==> src/rtl/tmds_pkg.sv <==
// rtl/tmds_pkg.sv - shared TMDS symbol constants, symbol type and width helpers
package tmds_pkg;
   localparam int TMDS_WIDTH = 10;

   typedef logic [TMDS_WIDTH-1:0] tmds_sym_t;

   // control-period symbols, named by {C1,C0}
   localparam tmds_sym_t TMDS_CTRL_00 = 10'b1101010100;
   localparam tmds_sym_t TMDS_CTRL_01 = 10'b0010101011;
   localparam tmds_sym_t TMDS_CTRL_10 = 10'b0101010100;
   localparam tmds_sym_t TMDS_CTRL_11 = 10'b1010101011;

   // index width for something with n distinct values, never below one bit
   function automatic int idx_w(input int n);
      return (n <= 2) ? 1 : $clog2(n);
   endfunction

   localparam int TMDS_BIT_IDX_W = idx_w(TMDS_WIDTH);
   localparam int TMDS_COUNT_W   = $clog2(TMDS_WIDTH + 1);
endpackage

==> src/rtl/tmds_sym_fifo.sv <==
// rtl/tmds_sym_fifo.sv - synchronous symbol FIFO with registered occupancy, no fall-through
module tmds_sym_fifo
   import tmds_pkg::*;
#(
   parameter int DATA_W = 30,
   parameter int DEPTH  = 4,
   localparam int PTR_W = idx_w(DEPTH),
   localparam int LVL_W = $clog2(DEPTH + 1)
) (
   input  logic              clk,
   input  logic              rst,
   input  logic              wr_en,
   input  logic [DATA_W-1:0] wr_data,
   input  logic              rd_en,
   output logic [DATA_W-1:0] rd_data,
   output logic              full,
   output logic              empty,
   output logic [LVL_W-1:0]  level
);
   logic [DATA_W-1:0] mem [DEPTH];
   logic [PTR_W-1:0]  wr_ptr;
   logic [PTR_W-1:0]  rd_ptr;
   logic              push;
   logic              pop;

   // full/empty come from the registered level, so a same-cycle pop never frees a slot
   assign full    = (level == LVL_W'(DEPTH));
   assign empty   = (level == '0);
   assign push    = wr_en && !full;
   assign pop     = rd_en && !empty;
   assign rd_data = mem[rd_ptr];

   // pointer and occupancy bookkeeping; reset discards all contents
   always_ff @(posedge clk or posedge rst) begin
      if (rst) begin
         wr_ptr <= '0;
         rd_ptr <= '0;
         level  <= '0;
      end else begin
         if (push) wr_ptr <= wr_ptr + 1'b1;
         if (pop)  rd_ptr <= rd_ptr + 1'b1;
         case ({push, pop})
            2'b10:   level <= level + 1'b1;
            2'b01:   level <= level - 1'b1;
            default: level <= level;
         endcase
      end
   end

   // storage array, written only on an accepted push
   always_ff @(posedge clk) begin
      if (push) mem[wr_ptr] <= wr_data;
   end
endmodule

==> src/rtl/tmds_soft_serializer.sv <==
// rtl/tmds_soft_serializer.sv - multi-lane soft serializer; SERIALIZER_CLOCK_LANE_EN adds the out_clk lane
module tmds_soft_serializer
   import tmds_pkg::*;
#(
   parameter int              CHANNELS       = 3,
   parameter int              WIDTH          = TMDS_WIDTH,
   parameter int              BITS_PER_CYCLE = 2,
   parameter int              LSB_FIRST      = 1,
   parameter int              FIFO_DEPTH     = 4,
   parameter logic [WIDTH-1:0] IDLE_WORD     = TMDS_CTRL_00
) (
   input  logic                                   clk_pixel_x5,
   input  logic                                   reset,
   input  logic                                   enable,
   input  logic                                   in_valid,
   output logic                                   in_ready,
   input  logic [WIDTH-1:0]                       in_data [CHANNELS],
   output logic [CHANNELS-1:0][BITS_PER_CYCLE-1:0] out_bits,
   output logic                                   word_strobe,
   output logic [$clog2(FIFO_DEPTH+1)-1:0]        fifo_level,
   output logic                                   underrun,
   input  logic                                   clear_underrun
`ifdef SERIALIZER_CLOCK_LANE_EN
   ,
   output logic [BITS_PER_CYCLE-1:0]              out_clk
`endif
);
   localparam int                CYCLES    = WIDTH / BITS_PER_CYCLE;
   localparam int                SLOT_W    = idx_w(CYCLES);
   localparam logic [SLOT_W-1:0] LAST_SLOT = SLOT_W'(CYCLES - 1);

   logic [SLOT_W-1:0]         slot;
   logic                      load;
   logic                      take;
   logic                      fifo_full;
   logic                      fifo_empty;
   logic [CHANNELS*WIDTH-1:0] wr_data;
   logic [CHANNELS*WIDTH-1:0] head;
   logic [WIDTH-1:0]          shreg [CHANNELS];

   // the shifter always emits bit 0 first, so MSB-first symbols are mirrored on entry
   function automatic logic [WIDTH-1:0] orient(input logic [WIDTH-1:0] s);
      logic [WIDTH-1:0] r;
      r = s;
      if (LSB_FIRST == 0) begin
         for (int i = 0; i < WIDTH; i++) r[i] = s[WIDTH-1-i];
      end
      return r;
   endfunction

   assign load     = (slot == LAST_SLOT);
   assign take     = load && enable && !fifo_empty;
   assign in_ready = !fifo_full;

   // flatten the per-lane symbols into one FIFO entry, lane 0 in the low bits
   always_comb begin
      wr_data = '0;
      for (int c = 0; c < CHANNELS; c++) wr_data[c*WIDTH +: WIDTH] = in_data[c];
   end

   tmds_sym_fifo #(
      .DATA_W (CHANNELS * WIDTH),
      .DEPTH  (FIFO_DEPTH)
   ) u_fifo (
      .clk     (clk_pixel_x5),
      .rst     (reset),
      .wr_en   (in_valid),
      .wr_data (wr_data),
      .rd_en   (take),
      .rd_data (head),
      .full    (fifo_full),
      .empty   (fifo_empty),
      .level   (fifo_level)
   );

   // slot counter, symbol-start strobe and sticky underrun flag (a new underrun beats a clear)
   always_ff @(posedge clk_pixel_x5 or posedge reset) begin
      if (reset) begin
         slot        <= LAST_SLOT;
         word_strobe <= 1'b0;
         underrun    <= 1'b0;
      end else begin
         slot        <= load ? '0 : slot + 1'b1;
         word_strobe <= load;
         if (load && enable && fifo_empty) underrun <= 1'b1;
         else if (clear_underrun)          underrun <= 1'b0;
      end
   end

   // per-lane shift registers: load a symbol (or idle) at the boundary, otherwise shift out
   always_ff @(posedge clk_pixel_x5 or posedge reset) begin
      if (reset) begin
         for (int c = 0; c < CHANNELS; c++) shreg[c] <= '0;
      end else begin
         for (int c = 0; c < CHANNELS; c++) begin
            if (load) shreg[c] <= orient(take ? head[c*WIDTH +: WIDTH] : IDLE_WORD);
            else      shreg[c] <= shreg[c] >> BITS_PER_CYCLE;
         end
      end
   end

   // outputs are the low end of each shift register, so nothing combinational reaches them
   always_comb begin
      out_bits = '0;
      for (int c = 0; c < CHANNELS; c++) out_bits[c] = shreg[c][BITS_PER_CYCLE-1:0];
   end

`ifdef SERIALIZER_CLOCK_LANE_EN
   // clock pattern in time order: WIDTH/2 ones in the earliest bits, then zeros
   localparam logic [WIDTH-1:0] CLK_PATTERN = {WIDTH{1'b1}} >> (WIDTH - WIDTH/2);

   logic [WIDTH-1:0] clk_sr;

   // clock lane restarts at every symbol boundary so it stays slot-aligned with the data
   always_ff @(posedge clk_pixel_x5 or posedge reset) begin
      if (reset)     clk_sr <= '0;
      else if (load) clk_sr <= CLK_PATTERN;
      else           clk_sr <= clk_sr >> BITS_PER_CYCLE;
   end

   assign out_clk = clk_sr[BITS_PER_CYCLE-1:0];
`endif
endmodule

==> config.mk <==
export PLATFORM = sky130hd
export DESIGN_NAME = tmds_soft_serializer
export DESIGN_NICKNAME = d
export VERILOG_FILES = /design/src/rtl/tmds_pkg.sv /design/src/rtl/tmds_sym_fifo.sv /design/src/rtl/tmds_soft_serializer.sv
export SDC_FILE = /design/constraint.sdc
export NUM_CORES = 1
export LEC_CHECK = 0
export ABC_AREA = 1
export CAP_MARGIN = 20
export CORE_ASPECT_RATIO = 1.1
export CORE_MARGIN = 2
export CORE_UTILIZATION = 58
export CTS_CLUSTER_SIZE = 28
export DETAILED_ROUTE_END_ITERATION = 8
export PLACE_DENSITY_LB_ADDON = 0.05
export SLEW_MARGIN = 40
export SYNTH_ARGS = -nofsm -noshare
export SYNTH_HDL_FRONTEND = slang
export SYNTH_SLANG_ARGS = --single-unit
export TNS_END_PERCENT = 20
==> constraint.sdc <==
create_clock -name clk_pixel_x5 -period 2.65 [get_ports clk_pixel_x5]
set_input_delay 0.3975 -clock clk_pixel_x5 [delete_from_list [all_inputs] [get_ports clk_pixel_x5]]
set_output_delay 0.3975 -clock clk_pixel_x5 [all_outputs]
set_load 0.03 [all_outputs]
==> metrics.txt, run 1 <==
# TYPE chip_impl_metric gauge
chip_impl_info{name="run_status",value="completed"} 1
chip_impl_metric{name="resize_count_post_cts",unit=""} 0
chip_impl_metric{name="p_int",unit="mW"} 5.48
chip_impl_metric{name="place.detailed.hpwl",unit="µm"} 7430
chip_impl_metric{name="synth_edf_count",unit=""} 120
chip_impl_metric{name="gp_congestion",unit=""} 0.762
chip_impl_metric{name="clockPowerShare",unit=""} 0.286
chip_impl_metric{name="synth-warning-count",unit=""} 0
chip_impl_metric{name="share_of_yosys_cell_area_claimed_by_the_top_area_cell_type",unit=""} 0.536
chip_impl_metric{name="mappedNetlistArea",unit="µm²"} 6720
chip_impl_metric{name="worst-path-max-fanout",unit=""} 18
chip_impl_metric{name="ir_worst_vdd",unit="mV"} 0.496
chip_impl_metric{name="drc",unit=""} 0
chip_impl_metric{name="post_synth_inst_count",unit=""} 635
chip_impl_metric{name="die_area",unit="µm²"} 12500
chip_impl_metric{name="critical_path.max_stage_delay",unit="ps"} 400
chip_impl_metric{name="power.share.combinational",unit=""} 0.303
chip_impl_metric{name="synth_fp_nets",unit=""} 678
chip_impl_metric{name="drt_iter0_drc",unit=""} 234
chip_impl_metric{name="switching_power",unit="mW"} 2.76
chip_impl_metric{name="seqPwrFrac",unit=""} 0.411
chip_impl_info{name="routed.top_layer",value="met4"} 1
chip_impl_metric{name="drv.max_cap_violation_count",unit=""} 0
chip_impl_metric{name="grt_remaining_overflow",unit=""} 0
chip_impl_metric{name="grt_use_total",unit=""} 0.218
chip_impl_metric{name="drv_slew",unit=""} 0
chip_impl_metric{name="leakage",unit="nW"} 3.55
chip_impl_metric{name="timing.fmax",unit="MHz"} 473
chip_impl_info{name="timing.critical_path.max_delay_family",value="adder cells"} 1
chip_impl_metric{name="post_route_cells_drive_above_1_share",unit=""} 0.0805
chip_impl_metric{name="route.detailed.wl_per_inst",unit="µm"} 15.0
chip_impl_metric{name="switching_share",unit=""} 0.335
chip_impl_metric{name="postRouteWirelength",unit="µm"} 12700
chip_impl_metric{name="period_needed",unit="ps"} 2110
chip_impl_metric{name="max-clock-path-buffers",unit=""} 2
chip_impl_info{name="crit_path_end_kind",value="register"} 1
chip_impl_info{name="clock_tree_from_tritoncts",value="yes"} 1
chip_impl_metric{name="timing.critical_path.arrival",unit="ps"} 2450
chip_impl_metric{name="postCtsSetupBuffers",unit=""} 0
chip_impl_metric{name="met2WireLength",unit="µm"} 6470
chip_impl_info{name="synth_top_cell_by_area",value="sky130_fd_sc_hd__edfxtp_1"} 1
chip_impl_metric{name="synth.yosys.seq_area_share",unit=""} 0.693
chip_impl_metric{name="die_width",unit="µm"} 107
chip_impl_metric{name="avgViaCountPerCell",unit=""} 4.96
chip_impl_metric{name="number_of_antenna_violations_at_the_first_check_in_global_routing",unit=""} 0
chip_impl_metric{name="wl_met1",unit="µm"} 5290
chip_impl_info{name="unrepaired_setup_endpoints_after_global_routing",value="false"} 1
chip_impl_metric{name="ys_ff_latch",unit=""} 162
chip_impl_metric{name="antenna_violating_nets_post_route",unit=""} 0
chip_impl_metric{name="design.core.area",unit="µm²"} 11400
chip_impl_metric{name="synthToLayoutAreaGrowth",unit="%"} 16.9
chip_impl_metric{name="layout.nets",unit=""} 726
chip_impl_metric{name="floorplan.die.height",unit="µm"} 117
chip_impl_metric{name="num_rows",unit=""} 41
chip_impl_metric{name="worstPathBufferInverterCount",unit=""} 3
chip_impl_info{name="post-synth-top-count-cell",value="sky130_fd_sc_hd__nand2_1"} 1
chip_impl_metric{name="hold_ws",unit="ps"} 315
chip_impl_metric{name="detailedRoute.firstPassIterationCount",unit=""} 4
chip_impl_info{name="cp_cell_sequence",value="inv_1 > ha_1 > nand2_2 > nor2_2 > nand2_4 > inv_4 > ha_1 > inv_1 > fa_1 > nor2_1 > nor2_1 > nand2_1 > xor2_1"} 1
chip_impl_metric{name="post_syn_area_per_cell",unit="µm²"} 10.6
chip_impl_metric{name="route.met3.wl",unit="µm"} 776
chip_impl_metric{name="route.vias.total",unit=""} 4195
chip_impl_metric{name="setup_viol",unit=""} 0
chip_impl_metric{name="placed_cells",unit=""} 814
chip_impl_metric{name="antenna_cells",unit=""} 0
chip_impl_metric{name="pin_count",unit=""} 47
chip_impl_info{name="timing.critical_path.slowest_stage_cell",value="sky130_fd_sc_hd__dfrtp_1"} 1
chip_impl_metric{name="initial_utilization",unit=""} 0.590
chip_impl_metric{name="postCtsHoldBufs",unit=""} 0
chip_impl_metric{name="power_density",unit="nW/µm²"} 1050
chip_impl_metric{name="asyncSetResetFlopFracSynth",unit=""} 0.259
chip_impl_metric{name="max-slew-margin-rel",unit=""} 0.465
chip_impl_info{name="synth_top_cells_by_area",value="sky130_fd_sc_hd__edfxtp_1, sky130_fd_sc_hd__dfrtp_1, sky130_fd_sc_hd__nand2_1"} 1
chip_impl_metric{name="clkSlewWorstSetupHoldPaths",unit="ps"} 60
chip_impl_info{name="postSynth.topFlopCell",value="sky130_fd_sc_hd__edfxtp_1"} 1
chip_impl_info{name="worstHoldPathType",value="in2async"} 1
chip_impl_metric{name="via_count_of_the_first_global_routing_pass",unit=""} 4068
chip_impl_metric{name="final-instance-count-excl-fill",unit=""} 846
chip_impl_metric{name="worst-endpoint-required",unit="ps"} 2990
chip_impl_info{name="cts_root_buf",value="sky130_fd_sc_hd__clkbuf_16"} 1
chip_impl_metric{name="grt_first_pass_wirelength",unit="µm"} 20300
chip_impl_metric{name="timing_worst_slew_pin_value",unit="ps"} 803
chip_impl_metric{name="worstSkewPairLatency",unit="ps"} 410
chip_impl_metric{name="cts.sinks",unit=""} 162
chip_impl_info{name="critPathKind",value="reg2reg"} 1
chip_impl_metric{name="place.port_buffers",unit=""} 46
chip_impl_metric{name="final_hold_viol_count",unit=""} 0
chip_impl_metric{name="grt_start_max_net_pins",unit=""} 77
chip_impl_metric{name="post-route-period-util",unit=""} 0.797
chip_impl_metric{name="htree_num_levels",unit=""} 4
chip_impl_info{name="startpoint_type",value="register"} 1
chip_impl_info{name="synth_top_cells_by_count",value="sky130_fd_sc_hd__nand2_1, sky130_fd_sc_hd__edfxtp_1, sky130_fd_sc_hd__inv_1"} 1
chip_impl_metric{name="final.setup_skew",unit="ps"} 9.54
chip_impl_metric{name="synth_cell_types",unit=""} 24
chip_impl_metric{name="cts_made_buffers",unit=""} 17
-- worst reg2reg max path, delay by kind of cell, from the launching register on --
family	cells	cell delay (ps)
adders and majority gates	3	670
and+or+nand+nor	6	630
DFF	1	400
buffers and inverters	3	220
xor gates and xnor gates	1	140
-- state kept, by name (all words and copies together), names as in the netlist --
name,count
word_strobe,1
shreg,24
u_fifo.level,3
u_fifo.wr_ptr,2
out_bits,6
underrun,1
u_fifo.mem,120
slot,3
u_fifo.rd_ptr,2
-- layout by cell type (no fill, tap or decap), types with 3 or more instances in the layout --
master,Yosys,routed
sky130_fd_sc_hd__clkbuf_1,5,3
sky130_fd_sc_hd__edfxtp_1,120,120
sky130_fd_sc_hd__clkbuf_16,0,17
sky130_fd_sc_hd__dfrtp_1,41,40
sky130_fd_sc_hd__nand3_1,32,32
sky130_fd_sc_hd__nand2_1,216,216
sky130_fd_sc_hd__o21ai_0,16,16
sky130_fd_sc_hd__ha_1,7,7
sky130_fd_sc_hd__clkdlybuf4s50_1,0,46
sky130_fd_sc_hd__xor2_1,3,3
sky130_fd_sc_hd__inv_4,1,3
sky130_fd_sc_hd__nor2_2,1,5
sky130_fd_sc_hd__clkinv_2,0,4
sky130_fd_sc_hd__buf_4,11,13
sky130_fd_sc_hd__inv_1,92,91
sky130_fd_sc_hd__nor2_1,64,60
-- layer usage --
| metal | up-vias | global-route usage |
|---|---|---|
| met4 | 0 | 0.0909 |
| met3 | 15 | 0.0421 |
| met5 | - | 0 |
| li1 | 2070 | - |
| met2 | 114 | 0.369 |
| met1 | 1996 | 0.282 |
-- final timing paths --
| path | from | to | cells past startpoint | slack (ps) |
|---|---|---|---|---|
| min in group clk_pixel_x5 | shreg[5] | shreg[3] | 2 | 450 |
| min | reset | u_fifo.level[2] | 2 | 320 |
| min reg2reg | shreg[5] | shreg[3] | 2 | 450 |
| max reg2reg | slot[0] | u_fifo.level[2] | 13 | 540 |
| max in group asynchronous | reset | u_fifo.rd_ptr[0] | 3 | 1800 |
| max | slot[0] | u_fifo.level[2] | 13 | 540 |
-- cells by family after synthesis --
group | after synthesis | synth area share
and+or+nand+nor | 316 | 0.185
DFF | 162 | 0.693
buffers and inverters | 125 | 0.0855
AOI/OAI and AO/OA | 19 | 0.0142
adders and majority gates | 8 | 0.0160
xor gates and xnor gates | 5 | 0.00652
-- power by group through the flow --
stage	logic [mW]	clock network [mW]	registers (mW)
2_1_floorplan	1.82	0	3.46
3_3_place_gp	2.44	0	3.41
3_5_place_dp	2.51	0	3.44
4_1_cts	2.54	2.38	3.39
5_1_grt	2.82	2.49	3.42
6_report	2.50	2.36	3.38
-- area by class of cell --
class,count,area (µm²)
fill,862,3540
tap,150,188
clock inverter,10,110
timing repair buffer,60,578
sequential,162,4660
inverter,94,358
clock buffer,22,464
multi-input combinational,348,1500
-- stage by stage --
step / setup TNS [ps] / total power [mW] / util / worst slack, ps / cell area (µm²)
3_5_place_dp: 0 / 5.95 / 0.639 / 293 / 7280
3_3_place_gp: 0 / 5.85 / 0.639 / 320 / 7280
5_1_grt: 0 / 8.73 / 0.690 / 357 / 7850
2_1_floorplan: -18440 / 5.28 / - / -154 / 6720
4_1_cts: 0 / 8.31 / 0.690 / 517 / 7850
6_report: 0 / 8.24 / 0.690 / 538 / 7850
Note: power is estimated with default switching activity, not from simulation.
==> run 2: changes to the inputs <==
- clock period: 2.65 -> 2.03 ns (I/O delays scaled with it)
==> run 2 against run 1 <==
  * Clock-buffer cell count increased by 3
  * First-iteration DRC count increased by 26%
  * Power increased by 28%
  * Clock power increased by 17%
  * Worst hold slack got worse by 68 ps
  * Flip-flop and latch count unchanged
  * Critical path type unchanged
  * Critical endpoint unchanged
  * Highest routed layer unchanged
==> metrics.txt, run 2 (synthesis gave the netlist of run 1 again) <==
# TYPE chip_impl_metric gauge
chip_impl_metric{name="antenna_cells",unit=""} 0
chip_impl_metric{name="grt_use_total",unit=""} 0.218
chip_impl_metric{name="worst-endpoint-required",unit="ps"} 2360
chip_impl_metric{name="clkSlewWorstSetupHoldPaths",unit="ps"} 60
chip_impl_metric{name="place.port_buffers",unit=""} 46
chip_impl_metric{name="final.setup_skew",unit="ps"} 7.83
chip_impl_metric{name="worst-path-max-fanout",unit=""} 3
chip_impl_metric{name="route.detailed.wl_per_inst",unit="µm"} 14.8
chip_impl_metric{name="avgViaCountPerCell",unit=""} 4.94
chip_impl_info{name="mostFrequentLayoutCells",value="sky130_fd_sc_hd__nand2_1, sky130_fd_sc_hd__edfxtp_1, sky130_fd_sc_hd__inv_1, sky130_fd_sc_hd__nor2_1, sky130_fd_sc_hd__clkdlybuf4s50_1"} 1
chip_impl_info{name="run_status",value="completed"} 1
chip_impl_metric{name="finalSetupTns",unit="ps"} 0
chip_impl_metric{name="die_area",unit="µm²"} 12500
chip_impl_metric{name="postRouteWirelength",unit="µm"} 12600
chip_impl_metric{name="timing.critical_path.arrival",unit="ps"} 2240
chip_impl_metric{name="number_of_antenna_violations_at_the_first_check_in_global_routing",unit=""} 0
chip_impl_metric{name="leakage",unit="nW"} 3.55
chip_impl_metric{name="grt_start_max_net_pins",unit=""} 56
chip_impl_metric{name="drc",unit=""} 0
chip_impl_metric{name="ir_worst_vdd",unit="mV"} 0.738
chip_impl_metric{name="grt_first_pass_wirelength",unit="µm"} 20100
chip_impl_metric{name="max-slew-margin-rel",unit=""} 0.676
chip_impl_metric{name="power_density",unit="nW/µm²"} 1340
chip_impl_metric{name="gp_congestion",unit=""} 0.732
chip_impl_metric{name="r2r_slack",unit="ps"} 120
chip_impl_metric{name="floorplan.die.height",unit="µm"} 117
chip_impl_metric{name="initial_utilization",unit=""} 0.590
chip_impl_metric{name="final_hold_viol_count",unit=""} 0
chip_impl_metric{name="nFillCells",unit=""} 854
chip_impl_metric{name="max_ffs_per_register",unit=""} 120
chip_impl_metric{name="post_route_cells_drive_above_1_share",unit=""} 0.0830
chip_impl_metric{name="cts_made_buffers",unit=""} 17
chip_impl_info{name="startpoint_type",value="register"} 1
chip_impl_info{name="mostFrequentLayoutCell",value="sky130_fd_sc_hd__nand2_1"} 1
chip_impl_info{name="critPathKind",value="reg2reg"} 1
chip_impl_metric{name="pin_count",unit=""} 47
chip_impl_info{name="worstHoldPathType",value="in2async"} 1
chip_impl_metric{name="htree_num_levels",unit=""} 4
chip_impl_metric{name="design.core.area",unit="µm²"} 11400
chip_impl_metric{name="detailedRoute.firstPassIterationCount",unit=""} 5
chip_impl_metric{name="layout.nets",unit=""} 729
chip_impl_metric{name="antenna_violating_nets_post_route",unit=""} 0
chip_impl_metric{name="num_rows",unit=""} 41
chip_impl_metric{name="final-instance-count-excl-fill",unit=""} 849
chip_impl_metric{name="drv_slew",unit=""} 0
chip_impl_info{name="clock_tree_from_tritoncts",value="yes"} 1
chip_impl_metric{name="route.vias.total",unit=""} 4191
chip_impl_metric{name="placed_cells",unit=""} 816
chip_impl_info{name="crit_path_end_kind",value="register"} 1
chip_impl_metric{name="drv.max_cap_violation_count",unit=""} 0
chip_impl_metric{name="synthToLayoutAreaGrowth",unit="%"} 17.7
chip_impl_metric{name="via_count_of_the_first_global_routing_pass",unit=""} 4144
chip_impl_metric{name="cts.sinks",unit=""} 162
chip_impl_metric{name="post-route-period-util",unit=""} 0.942
chip_impl_metric{name="post-layout-total-power",unit="mW"} 10.6
chip_impl_metric{name="postCtsHoldBufs",unit=""} 0
chip_impl_info{name="cts_root_buf",value="sky130_fd_sc_hd__clkbuf_16"} 1
chip_impl_metric{name="place.detailed.hpwl",unit="µm"} 6870
chip_impl_metric{name="grt_remaining_overflow",unit=""} 0
chip_impl_metric{name="timing.fmax",unit="MHz"} 523
chip_impl_metric{name="max-clock-path-buffers",unit=""} 2
chip_impl_metric{name="drt_iter0_drc",unit=""} 296
chip_impl_metric{name="utilization",unit=""} 0.694
chip_impl_metric{name="fin_area",unit="µm²"} 7910
chip_impl_metric{name="postPlaceCellArea",unit="µm²"} 7370
chip_impl_metric{name="timing_worst_slew_pin_value",unit="ps"} 486
chip_impl_info{name="top_register",value="u_fifo.mem"} 1
chip_impl_metric{name="setup_viol",unit=""} 0
chip_impl_metric{name="worstSkewPairLatency",unit="ps"} 410
chip_impl_metric{name="die_width",unit="µm"} 107
chip_impl_metric{name="period_needed",unit="ps"} 1910
-- run 2: critical path, cell delays in order (launching register included) --
cell,delay [ps]
sky130_fd_sc_hd__dfrtp_1,390
sky130_fd_sc_hd__inv_1,70
sky130_fd_sc_hd__ha_2,160
sky130_fd_sc_hd__nand2_2,70
sky130_fd_sc_hd__nor2_4,130
sky130_fd_sc_hd__nand2_4,60
sky130_fd_sc_hd__inv_4,60
sky130_fd_sc_hd__ha_4,120
sky130_fd_sc_hd__inv_2,40
sky130_fd_sc_hd__fa_2,360
sky130_fd_sc_hd__nor2_2,80
sky130_fd_sc_hd__nor2_1,50
sky130_fd_sc_hd__nand2_1,70
sky130_fd_sc_hd__xor2_1,170
-- run 2: path summary, 6_finish.rpt --
kind / to / startpoint / cells past startpoint
min in group clk_pixel_x5: shreg[23] / shreg[25] / 2
hold / removal: u_fifo.level[2] / reset / 3
hold reg to reg: shreg[23] / shreg[25] / 2
max in group asynchronous: slot[2] / reset / 3
setup / recovery: u_fifo.level[2] / slot[0] / 13
setup reg to reg: u_fifo.level[2] / slot[0] / 13
-- run 2: timing repair --
item | in CTS | in global routing
gates cloned | 0 | 0
setup endpoints to repair | 1 | 1
pin swaps | 0 | 8
resized for setup | 1 | 7
setup buffers | 0 | 1
-- run 2: area by class of cell --
cell class,instances,area [µm²],area share
Clock buffer,25,475,0.0601
Clock inverter,7,35.0,0.00443
Inverter,94,355,0.0449
Multi-Input combinational cell,348,1520,0.193
Sequential cell,162,4660,0.589
Tap cell,150,188,0.0237
Timing Repair Buffer,63,674,0.0853
-- run 2: power by group --
group	total, mW	internal [mW]	switching (mW)
Clock	2.77	1.61	1.16
Combinational	3.32	1.15	2.16
Sequential	4.48	4.24	0.241
-- run 2: metrics by stage --
step | setup slack (ps) | hold WS [ps]
global placement | -52.5 | 432
global route | -31.5 | 271
floorplan | -307 | 403
CTS | 28.2 | 251
finish | 117 | 247
detailed placement | -104 | 436
-- run 2: layer usage --
metal / vias to the layer above / routed length [µm] / GRT usage
met4: 0 / 160 / 0.0970
met1: 1965 / 5250 / 0.268
met3: 14 / 623 / 0.0437
li1: 2080 / - / -
met5: - / 0 / 0
met2: 132 / 6560 / 0.379
==> variant: new RTL, flow settings as in run 1 <==
Build with the macro `SERIALIZER_CLOCK_LANE_EN` defined.
--- a/src/rtl/tmds_soft_serializer.sv
+++ b/src/rtl/tmds_soft_serializer.sv
@@ -1,2 +1,4 @@
 // rtl/tmds_soft_serializer.sv - multi-lane soft serializer; SERIALIZER_CLOCK_LANE_EN adds the out_clk lane
+`define SERIALIZER_CLOCK_LANE_EN
+
 module tmds_soft_serializer
Function (old outputs only; new: out_clk): kept (equiv_simple and equiv_induct, registers matched by name and starting in step).
==> variant against run 1 <==
Register-to-register slack improved by 0.10 ns; cell area up 1.6%; setup slack improved by 0.0081 ns; total power grew 1.2%; sequential cell count grew 2; routed wire length down 3.0%; clock power is 5% higher; synthesized area grew 0.91%.
==> variant: results <==
set metrics [dict create \
    outcome "finished, final reports clean" \
    design.final.nets 736 \
    placement_cell_area_um2 7380 \
    vias_in_the_first_global_route 4233 \
    r2r_setup_slack_ns 0.64 \
    postSynthNetCount 682 \
    r2r-start "slot[0]$_DFF_PP0_" \
    first_pass_iters 4 \
    synth_xor_xnor_area_share_pct 0.646 \
    worst_ir_drop_vdd_mv 0.520 \
    drive_above_1_share_pct 8.36 \
    cpMaxStageDelayCell "sky130_fd_sc_hd__clkdlybuf4s50_1" \
    post_cts.repair.setup_buffers 0 \
    yosys_warnings 0 \
    grt.total_usage_pct 21.5 \
    synth_async_sr_flop_share_pct 26.8 \
    final.setup_skew_ns 0.00839 \
    final-instance-count-excl-fill 856 \
    cp_data_arrival_time_ns 1.71 \
    synth.yosys.seq_area_share_pct 69.4 \
    critical_path_peak_fanout 4 \
    post_synth_main_area_contributors "sky130_fd_sc_hd__edfxtp_1 (53%), sky130_fd_sc_hd__dfrtp_1 (16%), sky130_fd_sc_hd__nand2_1 (12%), sky130_fd_sc_hd__inv_1 (5.1%), sky130_fd_sc_hd__nor2_1 (3.5%)" \
    hpwlAfterDp_mm 7.30 \
    cts_resized 0 \
    wl_met1_mm 5.21 \
    vias_per_cell 4.93 \
    detail_route.wl_per_cell_um 14.4 \
    grt_first_pass_wirelength_mm 20.5 \
    max-slew-margin-rel_pct 48.0 \
    detailedRoute.firstIterationViolations 201 \
    timing.critical_path.slowest_cell_delay_ns 0.60 \
    comb_cell_power_mw 2.46 \
    cts-root-to-sink-buffers 2 \
    synth_commonest_cells "sky130_fd_sc_hd__nand2_1 (216), sky130_fd_sc_hd__edfxtp_1 (120), sky130_fd_sc_hd__inv_1 (92), sky130_fd_sc_hd__nor2_1 (64), sky130_fd_sc_hd__dfrtp_1 (43)" \
    met2_resource_use_gr_pct 36.9 \
    place_worst_setup_slack_ns 0.404 \
    worstSetupStartpoint "u_fifo.level[0]$_DFFE_PP0P_" \
    synth_area_per_cell_um2 10.6 \
    post_synth_fa_ha_maj_area_fraction_pct 1.59 \
    gr-usage-met1_pct 26.8 \
    number_of_antenna_violations_at_the_first_check_in_global_routing 0 \
    worst_setup_path_endpoint "in_ready" \
    path_delay_family "buffers and inverters" \
    route.met2.wl_mm 6.41 \
    synth_compound_gate_area_share_pct 1.40 \
    place_congestion 0.746 \
    crit-reg2reg-capture "u_fifo.level[2]$_DFFE_PP0P_" \
    leakagePower_nw 3.61 \
    wl_met3_um 527 \
    global_route.usage.met3_pct 4.17 \
    place.detailed.instances 824 \
    number_of_filler_instances_in_the_final_layout 821 \
    top_register "u_fifo.mem" \
    share_comb_of_total_power_pct 29.5 \
    final_clock_period_utilization_by_the_worst_path_pct 79.4 \
    place.port_buffers 48 \
    net-switching-power_mw 2.70 \
    hold_ws_ns 0.270 \
]
variant: changes by cell type after synthesis:
cell and change:
sky130_fd_sc_hd__buf_4 -1, sky130_fd_sc_hd__buf_2 +2, sky130_fd_sc_hd__or2_2 +2, sky130_fd_sc_hd__dfrtp_1 +2
sky130_fd_sc_hd__buf_1 -1
variant: layout make-up:
class | instances | area [um^2] | share of cell area [%]
clock inverter | 12 | 161 | 2.02
clock buffer | 20 | 437 | 5.48
sequential | 164 | 4710 | 59.0
timing repair buffer | 66 | 616 | 7.72
inverter | 94 | 357 | 4.47
tap | 150 | 188 | 2.35
multi-input combinational | 350 | 1510 | 18.9
variant: worst min path at each step:
stage          depth (start not counted)               endpoint
2_1_floorplan                          2  out_bits[3]$_DFF_PP0_
3_3_place_gp                           2  out_bits[1]$_DFF_PP0_
3_5_place_dp                           2    shreg[17]$_DFF_PP0_
4_1_cts                                2     shreg[2]$_DFF_PP0_
5_1_grt                                2   underrun$_DFFE_PP0P_
6_report                               2     shreg[5]$_DFF_PP0_
